$ cat config.mk
export PLATFORM = sky130hd
export DESIGN_NAME = fetch_ctrl_flat
export DESIGN_NICKNAME = d
export VERILOG_FILES = /design/src/rtl/fetch_ctrl_if.sv /design/src/rtl/fetch_ctrl.sv /design/src/flat_wrapper.sv
export SDC_FILE = /design/constraint.sdc
export NUM_CORES = 1
export LEC_CHECK = 0
export ABC_AREA = 1
export ABC_CLOCK_PERIOD_IN_PS = 10200
export BUFFER_PORTS_ARGS = -buffer_cell sky130_fd_sc_hd__buf_2
export CAP_MARGIN = 5
export CORE_AREA = 4 4 84 86
export CTS_CLUSTER_DIAMETER = 100
export DETAILED_ROUTE_END_ITERATION = 7
export DIE_AREA = 0 0 88 90
export PLACE_DENSITY_LB_ADDON = 0.1
export RECOVER_POWER = 100
export SYNTH_ARGS = -nofsm -noshare
export SYNTH_HDL_FRONTEND = slang
export SYNTH_SLANG_ARGS = --single-unit
$ cat constraint.sdc
create_clock -name CLK -period 10.2 [get_ports CLK]
set_input_delay 1.02 -clock CLK [delete_from_list [all_inputs] [get_ports CLK]]
set_output_delay 1.02 -clock CLK [all_outputs]
set_load 0.005 [all_outputs]
$ cat src/rtl/fetch_ctrl_if.sv
// Fetch-control bundle between the IF datapath and fetch_ctrl.
// fetch_ctrl uses the master side; the datapath (or a bench) uses the slave side.
interface fetch_ctrl_if;
  logic        ihit;
  logic        stall;
  logic        halt;
  logic        jump;
  logic        jr;
  logic [31:0] imemaddr;
  logic        ex_branch;
  logic        ex_taken;
  logic        ex_pred;
  logic [31:0] ex_pc;
  logic [31:0] ex_target;
  logic [2:0]  PCSrc;
  logic        pcen;
  logic        psel;
  logic [31:0] pPC;
  logic        pred_taken;
  logic        flush;

  modport master (
    input  ihit, stall, halt, jump, jr, imemaddr,
    input  ex_branch, ex_taken, ex_pred, ex_pc, ex_target,
    output PCSrc, pcen, psel, pPC, pred_taken, flush
  );

  modport slave (
    output ihit, stall, halt, jump, jr, imemaddr,
    output ex_branch, ex_taken, ex_pred, ex_pc, ex_target,
    input  PCSrc, pcen, psel, pPC, pred_taken, flush
  );
endinterface

$ cat src/rtl/fetch_ctrl.sv
// PC-select / fetch controller with redirect pending and halt handling.
// Define BRANCH_PREDICT_EN to add a 16-entry direct-mapped branch predictor.
module fetch_ctrl (
  input  logic          CLK,
  input  logic          RST,
  fetch_ctrl_if.master  bus
);

  typedef enum logic [1:0] {RUN, PEND, HALTED} state_t;

  localparam logic [2:0] SRC_NPC = 3'd0;
  localparam logic [2:0] SRC_JPC = 3'd1;
  localparam logic [2:0] SRC_JR  = 3'd2;
  localparam logic [2:0] SRC_BR  = 3'd3;
  localparam logic [2:0] SRC_PPC = 3'd4;

  state_t      r_state, w_state_nxt;
  logic [2:0]  r_pend_src, w_pend_src_nxt;
  logic [31:0] r_pend_addr, w_pend_addr_nxt;

  logic        w_mispred;
  logic [31:0] w_recov;
  logic [31:0] w_mp_addr;
  logic        w_pred;
  logic [31:0] w_pred_tgt;
  logic        w_unused;

  assign w_mispred = bus.ex_branch & (bus.ex_taken != bus.ex_pred);
  assign w_recov   = bus.ex_pc + 32'd4;
  assign w_mp_addr = bus.ex_taken ? bus.ex_target : w_recov;

`ifdef BRANCH_PREDICT_EN
  logic        r_valid [16];
  logic [25:0] r_tag   [16];
  logic [31:0] r_tgt   [16];
  logic [1:0]  r_cnt   [16];
  logic [3:0]  w_lk_idx, w_up_idx;
  logic        w_up_hit;

  function automatic logic [1:0] sat_inc(input logic [1:0] c);
    return (c == 2'b11) ? c : c + 2'd1;
  endfunction

  function automatic logic [1:0] sat_dec(input logic [1:0] c);
    return (c == 2'b00) ? c : c - 2'd1;
  endfunction

  assign w_lk_idx   = bus.imemaddr[5:2];
  assign w_pred     = r_valid[w_lk_idx] && (r_tag[w_lk_idx] == bus.imemaddr[31:6])
                      && r_cnt[w_lk_idx][1];
  assign w_pred_tgt = r_tgt[w_lk_idx];
  assign w_up_idx   = bus.ex_pc[5:2];
  assign w_up_hit   = r_valid[w_up_idx] && (r_tag[w_up_idx] == bus.ex_pc[31:6]);
  assign w_unused   = ^bus.imemaddr[1:0];

  // Table update lands on the edge, so a same-cycle lookup sees the old entry.
  always_ff @(posedge CLK) begin
    if (RST) begin
      for (int i = 0; i < 16; i++) begin
        r_valid[i] <= 1'b0;
        r_cnt[i]   <= 2'b01;
      end
    end else if (bus.ex_branch) begin
      if (w_up_hit) begin
        r_cnt[w_up_idx] <= bus.ex_taken ? sat_inc(r_cnt[w_up_idx]) : sat_dec(r_cnt[w_up_idx]);
        if (bus.ex_taken) r_tgt[w_up_idx] <= bus.ex_target;
      end else if (bus.ex_taken) begin
        r_valid[w_up_idx] <= 1'b1;
        r_tag[w_up_idx]   <= bus.ex_pc[31:6];
        r_tgt[w_up_idx]   <= bus.ex_target;
        r_cnt[w_up_idx]   <= 2'b10;
      end
    end
  end
`else
  assign w_pred     = 1'b0;
  assign w_pred_tgt = 32'd0;
  assign w_unused   = ^bus.imemaddr;
`endif

  assign bus.pred_taken = ~RST & w_pred;

  always_comb begin
    w_state_nxt     = r_state;
    w_pend_src_nxt  = r_pend_src;
    w_pend_addr_nxt = r_pend_addr;
    bus.PCSrc       = SRC_NPC;
    bus.pcen        = 1'b0;
    bus.psel        = 1'b0;
    bus.pPC         = 32'd0;
    bus.flush       = 1'b0;
    if (!RST) begin
      case (r_state)
        RUN, PEND: begin
          if (w_mispred) begin
            bus.flush = 1'b1;
            if (bus.ex_taken) begin
              bus.PCSrc = SRC_BR;
            end else begin
              bus.PCSrc = SRC_PPC;
              bus.pPC   = w_recov;
            end
            if (bus.ihit) begin
              bus.pcen    = 1'b1;
              w_state_nxt = RUN;
              w_pend_src_nxt = SRC_NPC;
            end else begin
              // braddr will be stale by the time we replay, so replay through pPC.
              w_pend_src_nxt  = SRC_PPC;
              w_pend_addr_nxt = w_mp_addr;
              w_state_nxt     = PEND;
            end
          end else if (bus.halt) begin
            w_state_nxt = HALTED;
          end else if (r_state == PEND) begin
            if (bus.ihit && (!bus.stall || r_pend_src == SRC_PPC)) begin
              bus.PCSrc      = r_pend_src;
              bus.pPC        = r_pend_addr;
              bus.pcen       = 1'b1;
              w_state_nxt    = RUN;
              w_pend_src_nxt = SRC_NPC;
            end
          end else if (bus.jr || bus.jump) begin
            bus.PCSrc = bus.jr ? SRC_JR : SRC_JPC;
            if (bus.ihit) begin
              bus.pcen = ~bus.stall;
            end else begin
              w_pend_src_nxt  = bus.jr ? SRC_JR : SRC_JPC;
              w_pend_addr_nxt = 32'd0;
              w_state_nxt     = PEND;
            end
          end else begin
            bus.pcen = bus.ihit & ~bus.stall;
            if (w_pred) begin
              bus.PCSrc = SRC_PPC;
              bus.psel  = 1'b1;
              bus.pPC   = w_pred_tgt;
            end
          end
        end
        HALTED: ;
        default: w_state_nxt = RUN;
      endcase
    end
  end

  always_ff @(posedge CLK) begin
    if (RST) begin
      r_state    <= RUN;
      r_pend_src <= SRC_NPC;
    end else begin
      r_state    <= w_state_nxt;
      r_pend_src <= w_pend_src_nxt;
    end
  end

  always_ff @(posedge CLK) begin
    r_pend_addr <= w_pend_addr_nxt;
  end

endmodule

$ cat src/flat_wrapper.sv
// flat-port wrapper written by rule: the top's interface ports become plain ports
module fetch_ctrl_flat 
  (CLK, RST, bus_ihit, bus_stall, bus_halt, bus_jump, bus_jr, bus_imemaddr, bus_ex_branch, bus_ex_taken, bus_ex_pred, bus_ex_pc, bus_ex_target, bus_PCSrc, bus_pcen, bus_psel, bus_pPC, bus_pred_taken, bus_flush);
  fetch_ctrl_if bus_i ();
  input  logic CLK;
  input  logic RST;
  input wire logic [$bits(bus_i.ihit)-1:0] bus_ihit;
  input wire logic [$bits(bus_i.stall)-1:0] bus_stall;
  input wire logic [$bits(bus_i.halt)-1:0] bus_halt;
  input wire logic [$bits(bus_i.jump)-1:0] bus_jump;
  input wire logic [$bits(bus_i.jr)-1:0] bus_jr;
  input wire logic [$bits(bus_i.imemaddr)-1:0] bus_imemaddr;
  input wire logic [$bits(bus_i.ex_branch)-1:0] bus_ex_branch;
  input wire logic [$bits(bus_i.ex_taken)-1:0] bus_ex_taken;
  input wire logic [$bits(bus_i.ex_pred)-1:0] bus_ex_pred;
  input wire logic [$bits(bus_i.ex_pc)-1:0] bus_ex_pc;
  input wire logic [$bits(bus_i.ex_target)-1:0] bus_ex_target;
  output wire logic [$bits(bus_i.PCSrc)-1:0] bus_PCSrc;
  output wire logic [$bits(bus_i.pcen)-1:0] bus_pcen;
  output wire logic [$bits(bus_i.psel)-1:0] bus_psel;
  output wire logic [$bits(bus_i.pPC)-1:0] bus_pPC;
  output wire logic [$bits(bus_i.pred_taken)-1:0] bus_pred_taken;
  output wire logic [$bits(bus_i.flush)-1:0] bus_flush;
  assign bus_i.ihit = bus_ihit;
  assign bus_i.stall = bus_stall;
  assign bus_i.halt = bus_halt;
  assign bus_i.jump = bus_jump;
  assign bus_i.jr = bus_jr;
  assign bus_i.imemaddr = bus_imemaddr;
  assign bus_i.ex_branch = bus_ex_branch;
  assign bus_i.ex_taken = bus_ex_taken;
  assign bus_i.ex_pred = bus_ex_pred;
  assign bus_i.ex_pc = bus_ex_pc;
  assign bus_i.ex_target = bus_ex_target;
  assign bus_PCSrc = bus_i.PCSrc;
  assign bus_pcen = bus_i.pcen;
  assign bus_psel = bus_i.psel;
  assign bus_pPC = bus_i.pPC;
  assign bus_pred_taken = bus_i.pred_taken;
  assign bus_flush = bus_i.flush;
  fetch_ctrl u_core (.CLK(CLK), .RST(RST), .bus(bus_i));
endmodule
## Yosys cells after proc, flatten, opt, wreduce, memory -nomap -nowiden

Cells that the tools add are included.

| storage, ports and cells | value |
|---|---|
| logic and storage cells | 83 |
| output and inout bits | 39 |
| register bits | 37 |
| input port bits | 106 |

| cells by class | value |
|---|---|
| add/sub/neg operators | 1 |
| eq/ne operators | 13 |
| bitwise gates (word level) | 5 |
| reductions and logical operators | 11 |
| multiplexer cells | 50 |

Operators with widths:

| operator | count |
|---|---|
| 32-bit two-way mux | 14 |
| 3-bit two-way mux | 15 |
| 32-bit by 3-bit adder with 32-bit output, second input constant | 1 |
| 2-bit two-way mux | 7 |
| 1-bit two-way mux | 13 |
| 7-bit AND reduction | 1 |
| 5-bit by 2-bit != test with 1-bit output, second input constant | 1 |
| 5-bit by 3-bit != test with 1-bit output, second input constant | 1 |
| 5-bit by 4-bit != test with 1-bit output, second input constant | 1 |
| 5-bit AND reduction | 1 |
| 2-bit by 1-bit != test with 1-bit output, second input constant | 2 |
| 4-bit by 3-bit != test with 1-bit output, second input constant | 1 |
| 2-bit one-hot mux with 2 select lines | 1 |
| 4-bit AND reduction | 1 |
| 3-bit == test, second input constant | 1 |
| 3-bit by 1-bit != test with 1-bit output, second input constant | 1 |
| 3-bit by 2-bit != test with 1-bit output, second input constant | 1 |
| 1-bit NOT | 3 |
| 3-bit nonzero test | 1 |
| 1-bit bitwise AND | 2 |
| 2-bit by 1-bit == test with 1-bit output, second input constant | 1 |
| 2-bit == test, second input constant | 1 |
| 2-bit zero test | 1 |
| 1-bit logical OR | 2 |
| other kinds (6) | 6 |

## Longest topological paths before layout

Gate-level depths: netlist of the first run.

| logic depth | value |
|---|---|
| word-level depth | 9 |
| mapped depth | 10 |

## Worst setup path before layout of the first run

No wires, ideal clock.

| path | value |
|---|---|
| path type | input to register |
| start point | input port bus_ex_taken |
| end point | register u_core.r_pend_addr[0] (enable) |
| setup time | 0.470 ns |
| arrival time | 4.185 ns |
| stages on the path | 7 |
| slack | 5.545 ns |
| cell sequence | buf_4 -> nor2_2 -> nor2_4 -> buf_2 -> o21ai_0 -> inv_1 -> a211oi_1 |

| between the ends | value |
|---|---|
| cells in the longest elaborated chain, start to end | 4 |
| elaborated cells between the ends (all ways) | 7 |
| those cells by class | eq/ne: 4; bitwise: 1; reduce/logical: 2 |

Ends and longest elaborated chain:

| what | RTL line | RTL |
|---|---|---|
| from (decl) | flat_wrapper.sv:14 | `input wire logic [$bits(bus_i.ex_taken)-1:0] bus_ex_taken;` |
| 1-bit != test (*) | fetch_ctrl.sv:28 | `assign w_mispred = bus.ex_branch & (bus.ex_taken != bus.ex_pred);` |
| 1-bit bitwise AND (*) | fetch_ctrl.sv:28 |  |
| 2-bit by 1-bit != test with 1-bit output (no source line), or another cell as far along | n/a |  |
| 7-bit AND reduction (no source line) (*) | n/a |  |
| to (signal assigned) | fetch_ctrl.sv:158 | `r_pend_addr <= w_pend_addr_nxt;` |
| to (decl) | fetch_ctrl.sv:19 | `logic [31:0] r_pend_addr, w_pend_addr_nxt;` |

Every way passes the cells marked *; elsewhere a longest branch is shown, timed or not.
A chain may end at the register's enable or synchronous reset.

## Worst setup path in the final report of the first run

| path | value |
|---|---|
| start point | input port bus_ex_taken |
| end point | output port bus_pPC[19] |

| between the ends | value |
|---|---|
| cells in the longest elaborated chain, start to end | 5 |
| elaborated cells between the ends (all ways) | 6 |
| those cells by class | eq/ne: 1; mux: 4; bitwise: 1 |

Ends and longest elaborated chain:

| what | RTL line | RTL |
|---|---|---|
| 1-bit != test | fetch_ctrl.sv:28 |  |
| 1-bit bitwise AND | fetch_ctrl.sv:28 |  |
| 32-bit two-way mux (*) | fetch_ctrl.sv:95 | `if (w_mispred) begin` |
| 32-bit two-way mux (*) | fetch_ctrl.sv:93 | `case (r_state)` |
| 32-bit two-way mux (*) | fetch_ctrl.sv:92 | `if (!RST) begin` |
| to (decl) | flat_wrapper.sv:21 | `output wire logic [$bits(bus_i.pPC)-1:0] bus_pPC;` |

Marked as above.

==> results.txt, run 1 <==
----------------------------------------------------
[Run status]
  Result of the run ... complete, but fails checks
  Violated checks ... capacitance limit, slew limit

[CTS]
  Clock tree from TritonCTS ... done
  # hold bufs at CTS ... 0
  Worst-case clock buffer depth ... 2
  Clock transition at the registers of the reported paths ... 0.08 ns
  Clk Latency, worst-skew pair ... 0.29 ns
  Number of gates given a new drive strength after cts ... 0
  H-tree levels ... 2
  Post-CTS Setup Repair Bufs ... 0
  CTS sink count ... 37
  Clk Tree Root Cell ... clkbuf_8
  CTS buffer count ... 5

[Place]
  Port buffer count ... 110
  Worst setup slack before clock tree synthesis ... about 6 ns
  Area of placed instances ... 3700 um^2
  Final GP Congestion ... 0.974
  Estimated wirelength of the detail-placed design ... 7320 um

[Timing]
  Final count of pins violating max slew ... 41
  Setup clock skew after layout ... 0.00487 ns
  Setup Total Neg Slack ... 0 ns
  PnR worst setup slack ... around 4.1 ns
  Setup repair after global routing missed its margin ... no
  Period utilisation layout ... 59.6%
  Worst slew margin relative to its limit ... -87.6%
  Period minus WS final ... 6.07 ns
  Total setup violations reported at the end of the flow ... 0
  Final hold violation count ... 0
  Actual transition at the worst max-transition pin ... ~2.8 ns
  Fmax ... 165 MHz

[Yosys]
  Synthesis-stage register bit count ... 37
  Post-synthesis instance area ... 3110 um^2
  Mean Syn Cell Area ... 6.24 um^2
  Fraction of synthesized cell area taken by the top area cell type ... 30.9%
  Share of synthesized area occupied by flip-flops and latches ... 34.1%
  Cell taking the most area after synthesis ... edfxtp_1
  Top area cells in the synthesized netlist ... edfxtp_1, nand2_1, nor2_1
  Synth unique cells ... 34
  Total number of yosys warnings ... 0
  Synthesized instance count ... 499

[Finish]
  Total Nets Final ... 711
  Area added between synthesis and finish ... 18.8%
  Fill cell instance count of the final layout ... 673
  Design area ... 3700 um^2
  Antenna diodes ... 0
  Area of combinational cells with multiple inputs ... 1780 um^2
  Total area of sequential cells ... ~1100 um^2
  Ratio of cells with drive above 1 in the final layout ... 16.5%

[Worst setup path]
  Slowest cell on the critical path ... nor3_1
  Cells along the critical path ... clkbuf_1, inv_1, nand2_1, nand3_1, nand2_1, nor3_1, nand2_1, a21oi_2, clkbuf_1
  Critical register-to-register path startpoint ... u_core.r_state[1]
  Total number of cells along the worst setup path ... 9
  Startpoint types ... input pin
  End point of the critical path ... bus_pPC[19]
  R2r worst-path depth ... 4
  Kind of end point of the critical path ... output pin
  Worst Path Arrival ... roughly 5.1 ns
  Slowest stage delay, CP ... 2.12 ns
  Data required time at the worst endpoint ... ~9.2 ns
  Timing startpoint of the critical path ... bus_ex_taken
  CP delay by family, top ... simple AND/OR/NAND/NOR gates
  Classification of the worst setup path ... in2out
  R2r setup slk ... 6.19 ns
  Maximum fanout along the worst path ... 25
  Critical R2R Capture ... u_core.r_pend_addr[29]
  Count of buffer and inverter cells on the critical path ... 3
  Cell with the most instances on the worst path ... nand2_1

[Power and ir drop]
  Maximum VDD drop ... around 0.067 mV
  Leakage power ... 0.00168 uW
  Ratio of total power to cell area ... a little under 100 nW/um^2

[Run]
  MaxCap Viol Count ... 2

[Detailed routing]
  Overall routed net length ... ~9500 um
  Number of iterations in the first detailed-routing pass ... 4
  DRT iter0 DRCs ... ~180
  WL per Instance ... approximately 14 um
  Detail-routed via count per cell ... 5.25
  Detail Route Antenna Nets ... 0
  Post-route DRC violation count ... 0
  Total via count after detailed routing ... 3,582

[Die]
  Area of the core ... 6280 um^2
  Die area ... 7920 um^2
  Number of top-level pins ... 145
  Die Span X ... 88 um
  Floorplan row count ... 29
  Initial core utilization ... 49.6%
  Die Y-Extent ... 90 um

[Global route]
  Overall global routing resource usage ... a little under a quarter
  Largest net degree at the start of global routing ... 29
  Global-route wire length before repair ... 15,300 um
  Grt total ovfl ... 0
  Initial antenna violation count ... 0
  Vias in the first global route ... 3,374

[Min path]
  Hold Crit Class ... reg2reg
  Worst min-delay path startpoint ... u_core.r_pend_src[1]
  Depth of the worst hold-timing path ... 2

----------------------------------------------------
synth_stat cells (all sizes together):
master and instances:
edfxtp 32, nand4 9, clkinv 1, inv 42, nand3b 3, nor3 6, conb 1, a211oi 1
o21ai 20, o21bai 3, nor2 60, dfxtp 5, a31oi 2, clkbuf 5, xnor2 1, nor3b 1
nand3 41, or2 3, xor2 2, buf 9, a21oi 37, nand2 212, ha 1, o211ai 1
a21o 1
cell families (layout without fill, tap and decap cells):
| kind of cell | count (synthesis) | in the layout | share of synthesized area (%) |
|---|---|---|---|
| DFF | 37 | 37 | 34.1 |
| and+or+nand+nor | 335 | 335 | 45.3 |
| adders and majority gates | 1 | 1 | 0.402 |
| AOI/OAI and AO/OA | 65 | 65 | 11.3 |
| other | 1 | 2 | 0.120 |
| buffers and inverters | 57 | 162 | 8.00 |
| xor gates and xnor gates | 3 | 3 | 0.844 |
layer usage:
layer	share of wire [%]	GRT usage, %
met4	2.7	8.82
met1	45	31.7
met5	0	0
met3	6.2	3.66
met2	46	38.4
worst register-to-register path, delay by kind of cell, from the launching register on:
| family | cells | cell delay [ns] |
|---|---|---|
| compound gates | 2 | 1.82 |
| buf+inv | 1 | 0.92 |
| flops | 1 | 0.35 |
| simple gates | 1 | 0.55 |
cell type report:
| cell class | instances | share of cell area [%] |
|---|---|---|
| Clock buffer | 6 | 1.96 |
| Clock inverter | 2 | 0.271 |
| Inverter | 43 | 4.40 |
| Multi-Input combinational cell | 406 | 48.2 |
| Sequential cell | 37 | 28.7 |
| Tap cell | 77 | 2.60 |
| Timing Repair Buffer | 111 | 13.9 |
placed cells by master (no fill, tap or decap), types with 2 or more instances in the layout:
cell type and instances:
a21oi_1 36, a31oi_1 2, buf_2 75, clkbuf_1 34
clkbuf_2 3, clkbuf_8 5, clkinv_2 3, conb_1 2
dfxtp_1 5, edfxtp_1 32, inv_1 37, inv_2 5
nand2_1 209, nand2_4 2, nand3_1 41, nand3b_1 3
nand4_1 9, nor2_1 58, nor3_1 6, o21ai_0 20
o21bai_1 3, or2_2 3, xor2_1 2
flip-flops by register name (all words and copies together) (netlist names):
register and flops:
u_core.r_pend_addr 32, u_core.r_pend_src 3, u_core.r_state 2
power breakdown:
group	internal [uW]	switching, uW
clock	47.5	56.1
combinational	29.5	56.3
sequential	173	3.07
total	250	115
worst min path at each step:
| stage | end | slack [ns] |
|---|---|---|
| 2_1_floorplan | u_core.r_pend_src[1] | 0.45 |
| 3_3_place_gp | u_core.r_pend_src[1] | 0.48 |
| 3_5_place_dp | u_core.r_pend_src[1] | 0.49 |
| 4_1_cts | u_core.r_pend_src[1] | 0.50 |
| 5_1_grt | u_core.r_pend_src[0] | 0.52 |
| 6_report | u_core.r_pend_src[1] | 0.50 |
through the flow:
stage	util, %	cells	power (uW)	hold WS [ns]
6_report	58.9	682	365	0.501
3_5_place_dp	58.9	674	267	0.492
4_1_cts	60.2	682	371	0.504
2_1_floorplan	-	500	232	0.447
5_1_grt	58.9	682	386	0.523
3_3_place_gp	58.9	674	265	0.478
Power figures use the tool's default switching activity.
==> run 2: changes to the inputs <==
Settings changed: ABC_AREA 1 to 0, ABC_CLOCK_PERIOD_IN_PS 10200 to 5100, CORE_AREA 4 4 84 86 to 4 4 87 89, DIE_AREA 0 0 88 90 to 0 0 91 93.
Clock period 10.2 ns to 5.1 ns, I/O delays scaled along.
==> run 2 against run 1 <==
Effect of this change:
- sequential power up 99%
- synthesized cell count down 36%
- global-route usage down 4.4 points
- the run still ends with capacitance limit, slew limit left
- first-iteration DRC count down 16%
- worst hold slack worse by 0.052 ns
- clock power up 140%
- clock skew down 0.00088 ns
- critical path depth down 2
- worst setup slack worse by 3.1 ns
==> results.txt, run 2 <==
----------------------------------------------------
[Run status]
  Result of the run ... complete, but fails checks (unchanged)
  Violated checks ... capacitance limit, slew limit (unchanged)

[Timing]
  Worst hold slack after final layout ... 0.449 ns (was 0.501 ns)
  Final hold violation count ... 0 (unchanged)
  Actual transition at the worst max-transition pin ... 1.74 ns (was 2.79 ns)
  Setup repair after global routing missed its margin ... no (unchanged)
  Period minus WS final ... between 4 and 5 ns
  Total setup violations reported at the end of the flow ... 0 (unchanged)
  Worst slew margin relative to its limit ... -15.9% (was -87.6%)
  Fmax ... 244 MHz
  Period utilisation layout ... 80.2%
  Setup Total Neg Slack ... 0 ns (unchanged)
  Final count of pins violating max slew ... 33 (was 41)
  Setup clock skew after layout ... 0.00400 ns (was 0.00487 ns)

[Min path]
  Endpoint of the worst hold-timing path ... u_core.r_state[1] (was u_core.r_pend_src[1])
  Depth of the worst hold-timing path ... 2 (unchanged)
  Worst min-delay path startpoint ... RST (was u_core.r_pend_src[1])
  Hold Crit Class ... in2reg (was reg2reg)

[Finish]
  Area added between synthesis and finish ... 21.9% (was 18.8%)
  Antenna diodes ... 0 (unchanged)
  Highest-count cells in the layout ignoring fill and taps ... buf_2, nor2_1, edfxtp_1 (was nand2_1, buf_2, nor2_1)
  Max FFs per register ... 32 (unchanged)
  Total Nets Final ... 523 (was 711)
  Most common cell after layout, fill and taps aside ... buf_2 (was nand2_1)
  Largest registers ... u_core.r_pend_addr (32), u_core.r_pend_src (3), u_core.r_state (2) (unchanged)
  Largest Register ... u_core.r_pend_addr (unchanged)
  Utilization after layout ... 49.7% (was 58.9%)
  Ratio of cells with drive above 1 in the final layout ... 22.3% (was 16.5%)

[Die]
  Area of the core ... 6760 um^2 (was 6280 um^2)
  Die Y-Extent ... 93 um (was 90 um)
  Die area ... 8460 um^2 (was 7920 um^2)
  Number of top-level pins ... 145 (unchanged)
  Floorplan row count ... 30 (was 29)
  Initial core utilization ... 40.8% (was 49.6%)
  Die Span X ... 91 um (was 88 um)

[CTS]
  Clk Latency, worst-skew pair ... 0.29 ns (about the same)
  Post-CTS Setup Repair Bufs ... 0 (unchanged)
  Clock transition at the registers of the reported paths ... 0.07 ns (was 0.08 ns)
  Worst-case clock buffer depth ... 2 (unchanged)
  H-tree levels ... 2 (unchanged)
  CTS buffer count ... 5 (unchanged)
  CTS sink count ... 37 (unchanged)
  Clk Tree Root Cell ... clkbuf_8 (unchanged)
  Clock tree from TritonCTS ... done (unchanged)
  Number of gates given a new drive strength after cts ... 0 (unchanged)
  # hold bufs at CTS ... 0 (unchanged)

[Yosys]
  Cell taking the most area after synthesis ... edfxtp_1 (unchanged)
  Compound-cell area share of the yosys netlist ... 23.2% (was 11.3%)
  Number of enable-type register cells in the synthesized netlist ... 32 (unchanged)
  Post-synthesis mux area share ... 0.726% (was 0%)
  Synthesis-stage register bit count ... 37 (unchanged)
  Synth Area in Simple Gates ... 22.0% (was 45.3%)
  Top area cells in the synthesized netlist ... edfxtp_1, o2bb2ai_1, nor2_1 (was edfxtp_1, nand2_1, nor2_1)
  Proportion of register bits with asynchronous set or reset after synthesis ... 0% (unchanged)
  Synth unique cells ... 45 (was 34)
  Share of synthesized area occupied by flip-flops and latches ... 38.5% (was 34.1%)
  Synthesized instance count ... 318 (was 499)
  Mean Syn Cell Area ... 8.67 um^2 (was 6.24 um^2)
  Post-synthesis instance area ... 2760 um^2 (was 3110 um^2)
  Most used flip-flop cell after synthesis ... edfxtp_1 (unchanged)
  Total number of yosys warnings ... 0 (unchanged)
  Synthesized-area fraction occupied by xor and xnor cells ... 8.90% (was 0.844%)
  Fraction of synthesized cell area taken by the top area cell type ... 34.9% (was 30.9%)
  Dominant cell by count in the synthesized netlist ... nor2_1 (was nand2_1)
  Commonest cells in the synthesized netlist ... nor2_1, edfxtp_1, a21oi_1, o21ai_0, o2bb2ai_1 (was nand2_1, nor2_1, nand3_1)
  Dominant combinational cell family by area after synthesis ... compound AO/OA/AOI/OAI gates (was simple AND/OR/NAND/NOR gates)
  Arithmetic-cell share of the synthesized area counting full adders, half adders and majority gates ... 0.454% (was 0.402%)

[Worst setup path]
  Data required time at the worst endpoint ... 4.59 ns (was 9.18 ns)
  R2r worst-path depth ... 5 (was 4)
  Count of buffer and inverter cells on the critical path ... 2 (was 3)
  Startpoint types ... input pin (unchanged)
  Worst Path Arrival ... 3.58 ns (was 5.05 ns)
  CP delay by family, top ... simple AND/OR/NAND/NOR gates (unchanged)
  Slowest stage delay, CP ... 0.87 ns (was 2.12 ns)
  Critical register-to-register path startpoint ... u_core.r_state[1] (unchanged)
  Cells along the critical path ... clkbuf_1, xor2_1, and2_1, nor4_4, and2_1, o2bb2ai_1, clkbuf_2 (was clkbuf_1, inv_1, nand2_1, nand3_1, nand2_1, nor3_1, nand2_1, a21oi_2, clkbuf_1)
  Kind of end point of the critical path ... output pin (unchanged)
  Maximum fanout along the worst path ... 23 (was 25)
  Cell with the most instances on the worst path ... and2_1 (was nand2_1)
  Total number of cells along the worst setup path ... 7 (was 9)
  R2r setup slk ... 2.21 ns (was 6.19 ns)
  Slowest cell on the critical path ... and2_1 (was nor3_1)
  Classification of the worst setup path ... in2out (unchanged)
  Critical R2R Capture ... u_core.r_pend_addr[24] (was u_core.r_pend_addr[29])

[Detailed routing]
  Met2 Routed Length ... 3740 um (was 4340 um)
  Total via count after detailed routing ... 2,773 (was 3,582)
  WL per Instance ... 16.7 um (was 13.9 um)
  Post-route DRC violation count ... 0 (unchanged)
  DRT iter0 DRCs ... 151 (was 179)
  Total length of routed met3 wires ... 671 um (was 591 um)
  Uppermost routed layer ... met4 (unchanged)
  Overall routed net length ... 8290 um (was 9510 um)
  Detailed-route wire length on metal 1 ... 3810 um (was 4320 um)
  Number of iterations in the first detailed-routing pass ... 4 (unchanged)
  Detail-routed via count per cell ... 5.58 (was 5.25)
  Detail Route Antenna Nets ... 0 (unchanged)

[Power and ir drop]
  Clock share of power ... 34.0% (was 28.3%)
  Cell internal pwr ... 546 uW (was 250 uW)
  Proportion of power drawn by flip-flops and latches ... 46.7% (was 48.1%)
  Maximum VDD drop ... 0.113 mV (was 0.0667 mV)
  Switching share of power ... 27.1% (was 31.6%)
  Switching power summed over all nets ... 203 uW (was 115 uW)
  Leakage power ... 0.00120 uW (was 0.00168 uW)
  Ratio of total power to cell area ... 223 nW/um^2 (was 98.8 nW/um^2)
  Portion of total power attributed to combinational logic ... 19.3% (was 23.5%)

[Global route]
  Overall global routing resource usage ... 19.4% (was 23.8%)
  Global-route wire length before repair ... 13,300 um (was 15,300 um)
  Initial antenna violation count ... 0 (unchanged)
  Largest net degree at the start of global routing ... 35 (was 29)
  Grt total ovfl ... 0 (unchanged)
  Vias in the first global route ... 2,732 (was 3,374)

[Place]
  Final GP Congestion ... 0.805 (was 0.974)
  Estimated wirelength of the detail-placed design ... 6100 um (was 7320 um)
  Port buffer count ... 110 (unchanged)

[Run]
  MaxCap Viol Count ... 1 (was 2)

----------------------------------------------------
## run 2: changes by cell type after synthesis, moves of 5 or more
cell       delta
xnor2_1      +17
a21oi_1      -11
xor2_1        +8
inv_2         -7
o2bb2ai_1    +22
nor2_1       -13
inv_1        -26
nand3_1      -30
clkbuf_1      +8
and3_1        +5
nor4_1        +8
nand2_1     -188
## run 2: per-layer routing
metal / track usage [%] / vias up
met2: 32.6 / 112
met1: 25.7 / 1273
met4: 4.52 / 0
met3: 4.02 / 7
li1: - / 1381
met5: 0 / -
## run 2: power groups by stage
stage	Combinational [uW]	Sequential [uW]	Clock, uW
CTS	148	350	260
global route	163	351	270
finish	145	350	254
global placement	146	356	0
floorplan	83.0	355	0
detailed placement	147	357	0
## run 2: area by class of cell
type	count	area [um^2]
tap	80	100
clock inverter	2	33.8
sequential	37	1060
inverter	10	37.5
multi-input combinational	251	1530
fill	703	3400
clock buffer	6	72.6
timing repair buffer	111	523
## run 2: how the worst max path moves through the flow
stage,end,from
finish,bus_pPC[21],bus_ex_taken
global route,bus_pPC[21],bus_ex_taken
CTS,bus_pPC[18],bus_ex_taken
detailed placement,bus_pPC[18],bus_ex_taken
global placement,bus_pPC[18],bus_ex_taken
floorplan,u_core.r_pend_addr[0],bus_ex_taken
## run 2: cells by family after synthesis
logic type,count (synthesis)
AND/OR/NAND/NOR,122
other,1
multiplexers,2
adder cells (fa/ha/maj),1
AO/OA/AOI/OAI,96
XOR/XNOR,28
buffers and inverters,31
flip-flops,37
## run 2: metrics by stage
stage	total power, uW	std cells	instance area (um^2)	setup slack, ns
CTS	757	497	3400	1.31
global route	784	497	3360	0.734
global placement	502	489	3290	1.32
floorplan	438	319	2760	1.98
finish	749	497	3360	1.01
detailed placement	503	489	3290	1.29
==> run 3: changes to the inputs <==
Settings changed: ABC_AREA 0 to 1, ABC_CLOCK_PERIOD_IN_PS 5100 to 3700, CORE_AREA 4 4 87 89 to 4 4 91 93, DIE_AREA 0 0 91 93 to 0 0 95 97.
Clock period 5.1 ns to 3.7 ns, I/O delays scaled along.
==> run 3 against run 2 <==
Effect of this change:
- the run now ends clean
- sequential cell count is the same
- clock power grew 15%
- count of clock-buffer cells in the layout is the same
- register-to-register slack lost 0.97 ns
- cell area grew 13%
- critical path type unchanged
==> results.txt, run 3 (same netlist as run 1, synthesis figures left out) <==
----------------------------------------------------
[Finish]
  Fill cell instance count of the final layout ... 875 (was 703)
  Total Nets Final ... 715 (was 523)
  Max FFs per register ... 32 (unchanged)
  Highest-count cells in the layout ignoring fill and taps ... nand2_1, buf_2, nor2_1 (was buf_2, nor2_1, edfxtp_1)
  Antenna diodes ... 0 (unchanged)
  Total area of sequential cells ... 1060 um^2 (unchanged)
  Largest registers ... u_core.r_pend_addr (32), u_core.r_pend_src (3), u_core.r_state (2) (unchanged)
  Ratio of cells with drive above 1 in the final layout ... 16.9% (was 22.3%)
  Design area ... 3800 um^2 (was 3360 um^2)
  Area added between synthesis and finish ... 22.0% (was 21.9%)
  Fin cells ... 711 (was 497)
  Largest Register ... u_core.r_pend_addr (unchanged)
  Area of combinational cells with multiple inputs ... 1810 um^2 (was 1530 um^2)
  Most common cell after layout, fill and taps aside ... nand2_1 (was buf_2)

[Timing]
  Final count of pins violating max slew ... 0 (was 33)
  Final hold violation count ... 0 (unchanged)
  Setup repair after global routing missed its margin ... no (unchanged)
  Period minus WS final ... 3.04 ns
  Worst slew margin relative to its limit ... 32.6% (was -15.9%)
  Fmax ... 329 MHz
  Setup clock skew after layout ... 0.00453 ns (was 0.00400 ns)
  Total setup violations reported at the end of the flow ... 0 (unchanged)
  Period utilisation layout ... 82.1%
  Setup Total Neg Slack ... 0 ns (unchanged)
  Actual transition at the worst max-transition pin ... 1.01 ns (was 1.74 ns)

[CTS]
  Clock tree from TritonCTS ... done (unchanged)
  Clock transition at the registers of the reported paths ... 0.08 ns (was 0.07 ns)
  Clk Latency, worst-skew pair ... 0.30 ns (was 0.29 ns)
  CTS sink count ... 37 (unchanged)
  Number of gates given a new drive strength after cts ... 0 (unchanged)
  Clk Tree Root Cell ... clkbuf_8 (unchanged)
  # hold bufs at CTS ... 0 (unchanged)
  Worst-case clock buffer depth ... 2 (unchanged)
  CTS buffer count ... 5 (unchanged)
  H-tree levels ... 2 (unchanged)
  Post-CTS Setup Repair Bufs ... 0 (unchanged)

[Worst setup path]
  Kind of end point of the critical path ... output pin (unchanged)
  Startpoint types ... input pin (unchanged)
  Critical register-to-register path startpoint ... u_core.r_state[1] (unchanged)
  R2r setup slk ... 1.24 ns (was 2.21 ns)
  Worst Path Arrival ... 2.67 ns (was 3.58 ns)
  R2r worst-path depth ... 7 (was 5)
  Critical R2R Capture ... u_core.r_pend_addr[26] (was u_core.r_pend_addr[24])
  Maximum fanout along the worst path ... 18 (was 23)
  Timing startpoint of the critical path ... bus_ex_taken (unchanged)
  Classification of the worst setup path ... in2out (unchanged)
  Data required time at the worst endpoint ... 3.33 ns (was 4.59 ns)

[Die]
  Area of the core ... 7530 um^2 (was 6760 um^2)
  Die Span X ... 95 um (was 91 um)
  Initial core utilization ... 41.4% (was 40.8%)
  Floorplan row count ... 32 (was 30)
  Number of top-level pins ... 145 (unchanged)
  Die Y-Extent ... 97 um (was 93 um)
  Die area ... 9220 um^2 (was 8460 um^2)

[Detailed routing]
  Detail-routed via count per cell ... 5.09 (was 5.58)
  Total via count after detailed routing ... 3,622 (was 2,773)
  Number of iterations in the first detailed-routing pass ... 5 (was 4)
  Post-route DRC violation count ... 0 (unchanged)
  Overall routed net length ... 10,000 um (was 8290 um)
  DRT iter0 DRCs ... 225 (was 151)
  WL per Instance ... 14.1 um (was 16.7 um)
  Detail Route Antenna Nets ... 0 (unchanged)

[Min path]
  Worst min-delay path startpoint ... RST (unchanged)
  Endpoint of the worst hold-timing path ... u_core.r_pend_src[1] (was u_core.r_state[1])
  Hold Crit Class ... in2reg (unchanged)
  Depth of the worst hold-timing path ... 2 (unchanged)

[Power and ir drop]
  Overall Power ... 1020 uW (was 749 uW)
  Leakage power ... 0.00170 uW (was 0.00120 uW)
  Ratio of total power to cell area ... 270 nW/um^2 (was 223 nW/um^2)
  Maximum VDD drop ... 0.111 mV (was 0.113 mV)

[Run]
  MaxCap Viol Count ... 0 (was 1)

[Global route]
  Overall global routing resource usage ... 22.1% (was 19.4%)
  Global-route wire length before repair ... 16,400 um (was 13,300 um)
  Grt total ovfl ... 0 (unchanged)
  Vias in the first global route ... 3,525 (was 2,732)
  Initial antenna violation count ... 0 (unchanged)
  Largest net degree at the start of global routing ... 29 (was 35)

[Place]
  Final GP Congestion ... 0.956 (was 0.805)
  Area of placed instances ... 3770 um^2 (was 3290 um^2)
  Estimated wirelength of the detail-placed design ... 7850 um (was 6100 um)
  Port buffer count ... 110 (unchanged)
  Cell count after placement ... 703 (was 489)

[Run status]
  Result of the run ... complete, no violations (was complete, but fails checks)

----------------------------------------------------
[run 3: cell types whose count changed in the layout (fill, tap and decap cells not counted), sizes merged, moves of 4 or more]
cell,previous run,this run
nand2,20,212
a21oi,24,37
o21ai,25,20
and3,5,0
nand3,11,41
nor4,9,0
xor2,10,2
inv,9,42
nor2,44,60
a2bb2oi,4,0
xnor2,18,1
o2bb2ai,22,0
a22oi,4,0
[run 3: how the worst max path moves through the flow]
stage / to / slack [ns]
2_1_floorplan: u_core.r_pend_addr[0] / 0.80
5_1_grt: bus_pPC[12] / 0.47
3_3_place_gp: bus_pPC[26] / 1.05
4_1_cts: bus_pPC[13] / 1.00
6_report: bus_pPC[13] / 0.66
3_5_place_dp: bus_pPC[13] / 1.0
[run 3: report_power, final]
| group | switching (uW) | leakage, uW | internal, uW |
|---|---|---|---|
| Clock | 162 | 0.0000450 | 131 |
| Sequential | 8.52 | 0.000334 | 476 |
| Combinational | 161 | 0.00132 | 85.1 |
| Total | 331 | 0.00170 | 692 |
[run 3: final cells by class]
cell class | instances | area share (%)
timing repair buffer | 115 | 14.5
sequential | 37 | 27.9
inverter | 43 | 4.28
multi-input combinational | 406 | 47.8
clock buffer | 6 | 1.91
clock inverter | 2 | 0.264
tap | 102 | 3.36
[run 3: metrics by stage]
stage	setup WS (ns)	hold slack [ns]	util (%)
2_1_floorplan	0.798	0.439	-
3_3_place_gp	1.05	0.477	50.1
3_5_place_dp	0.996	0.482	50.1
4_1_cts	1.00	0.298	51.2
5_1_grt	0.467	0.303	50.4
6_report	0.663	0.298	50.4
[run 3: layer usage]
metal	part of all wire, %	track usage [%]	up-vias
li1	-	-	1840
met1	45	30.1	1641
met2	46	35.5	122
met3	6.6	3.89	19
met4	2.2	6.33	0
met5	0	0	-
[run 3: critical path: stages]
cell	delay (ns)
clkbuf_1	0.24
inv_1	0.41
nand2_1	0.10
nand3_1	0.09
buf_4	0.21
nand2_1	0.16
nor3_4	0.46
buf_12	0.22
nand2_1	0.06
a21oi_1	0.19
clkbuf_1	0.14
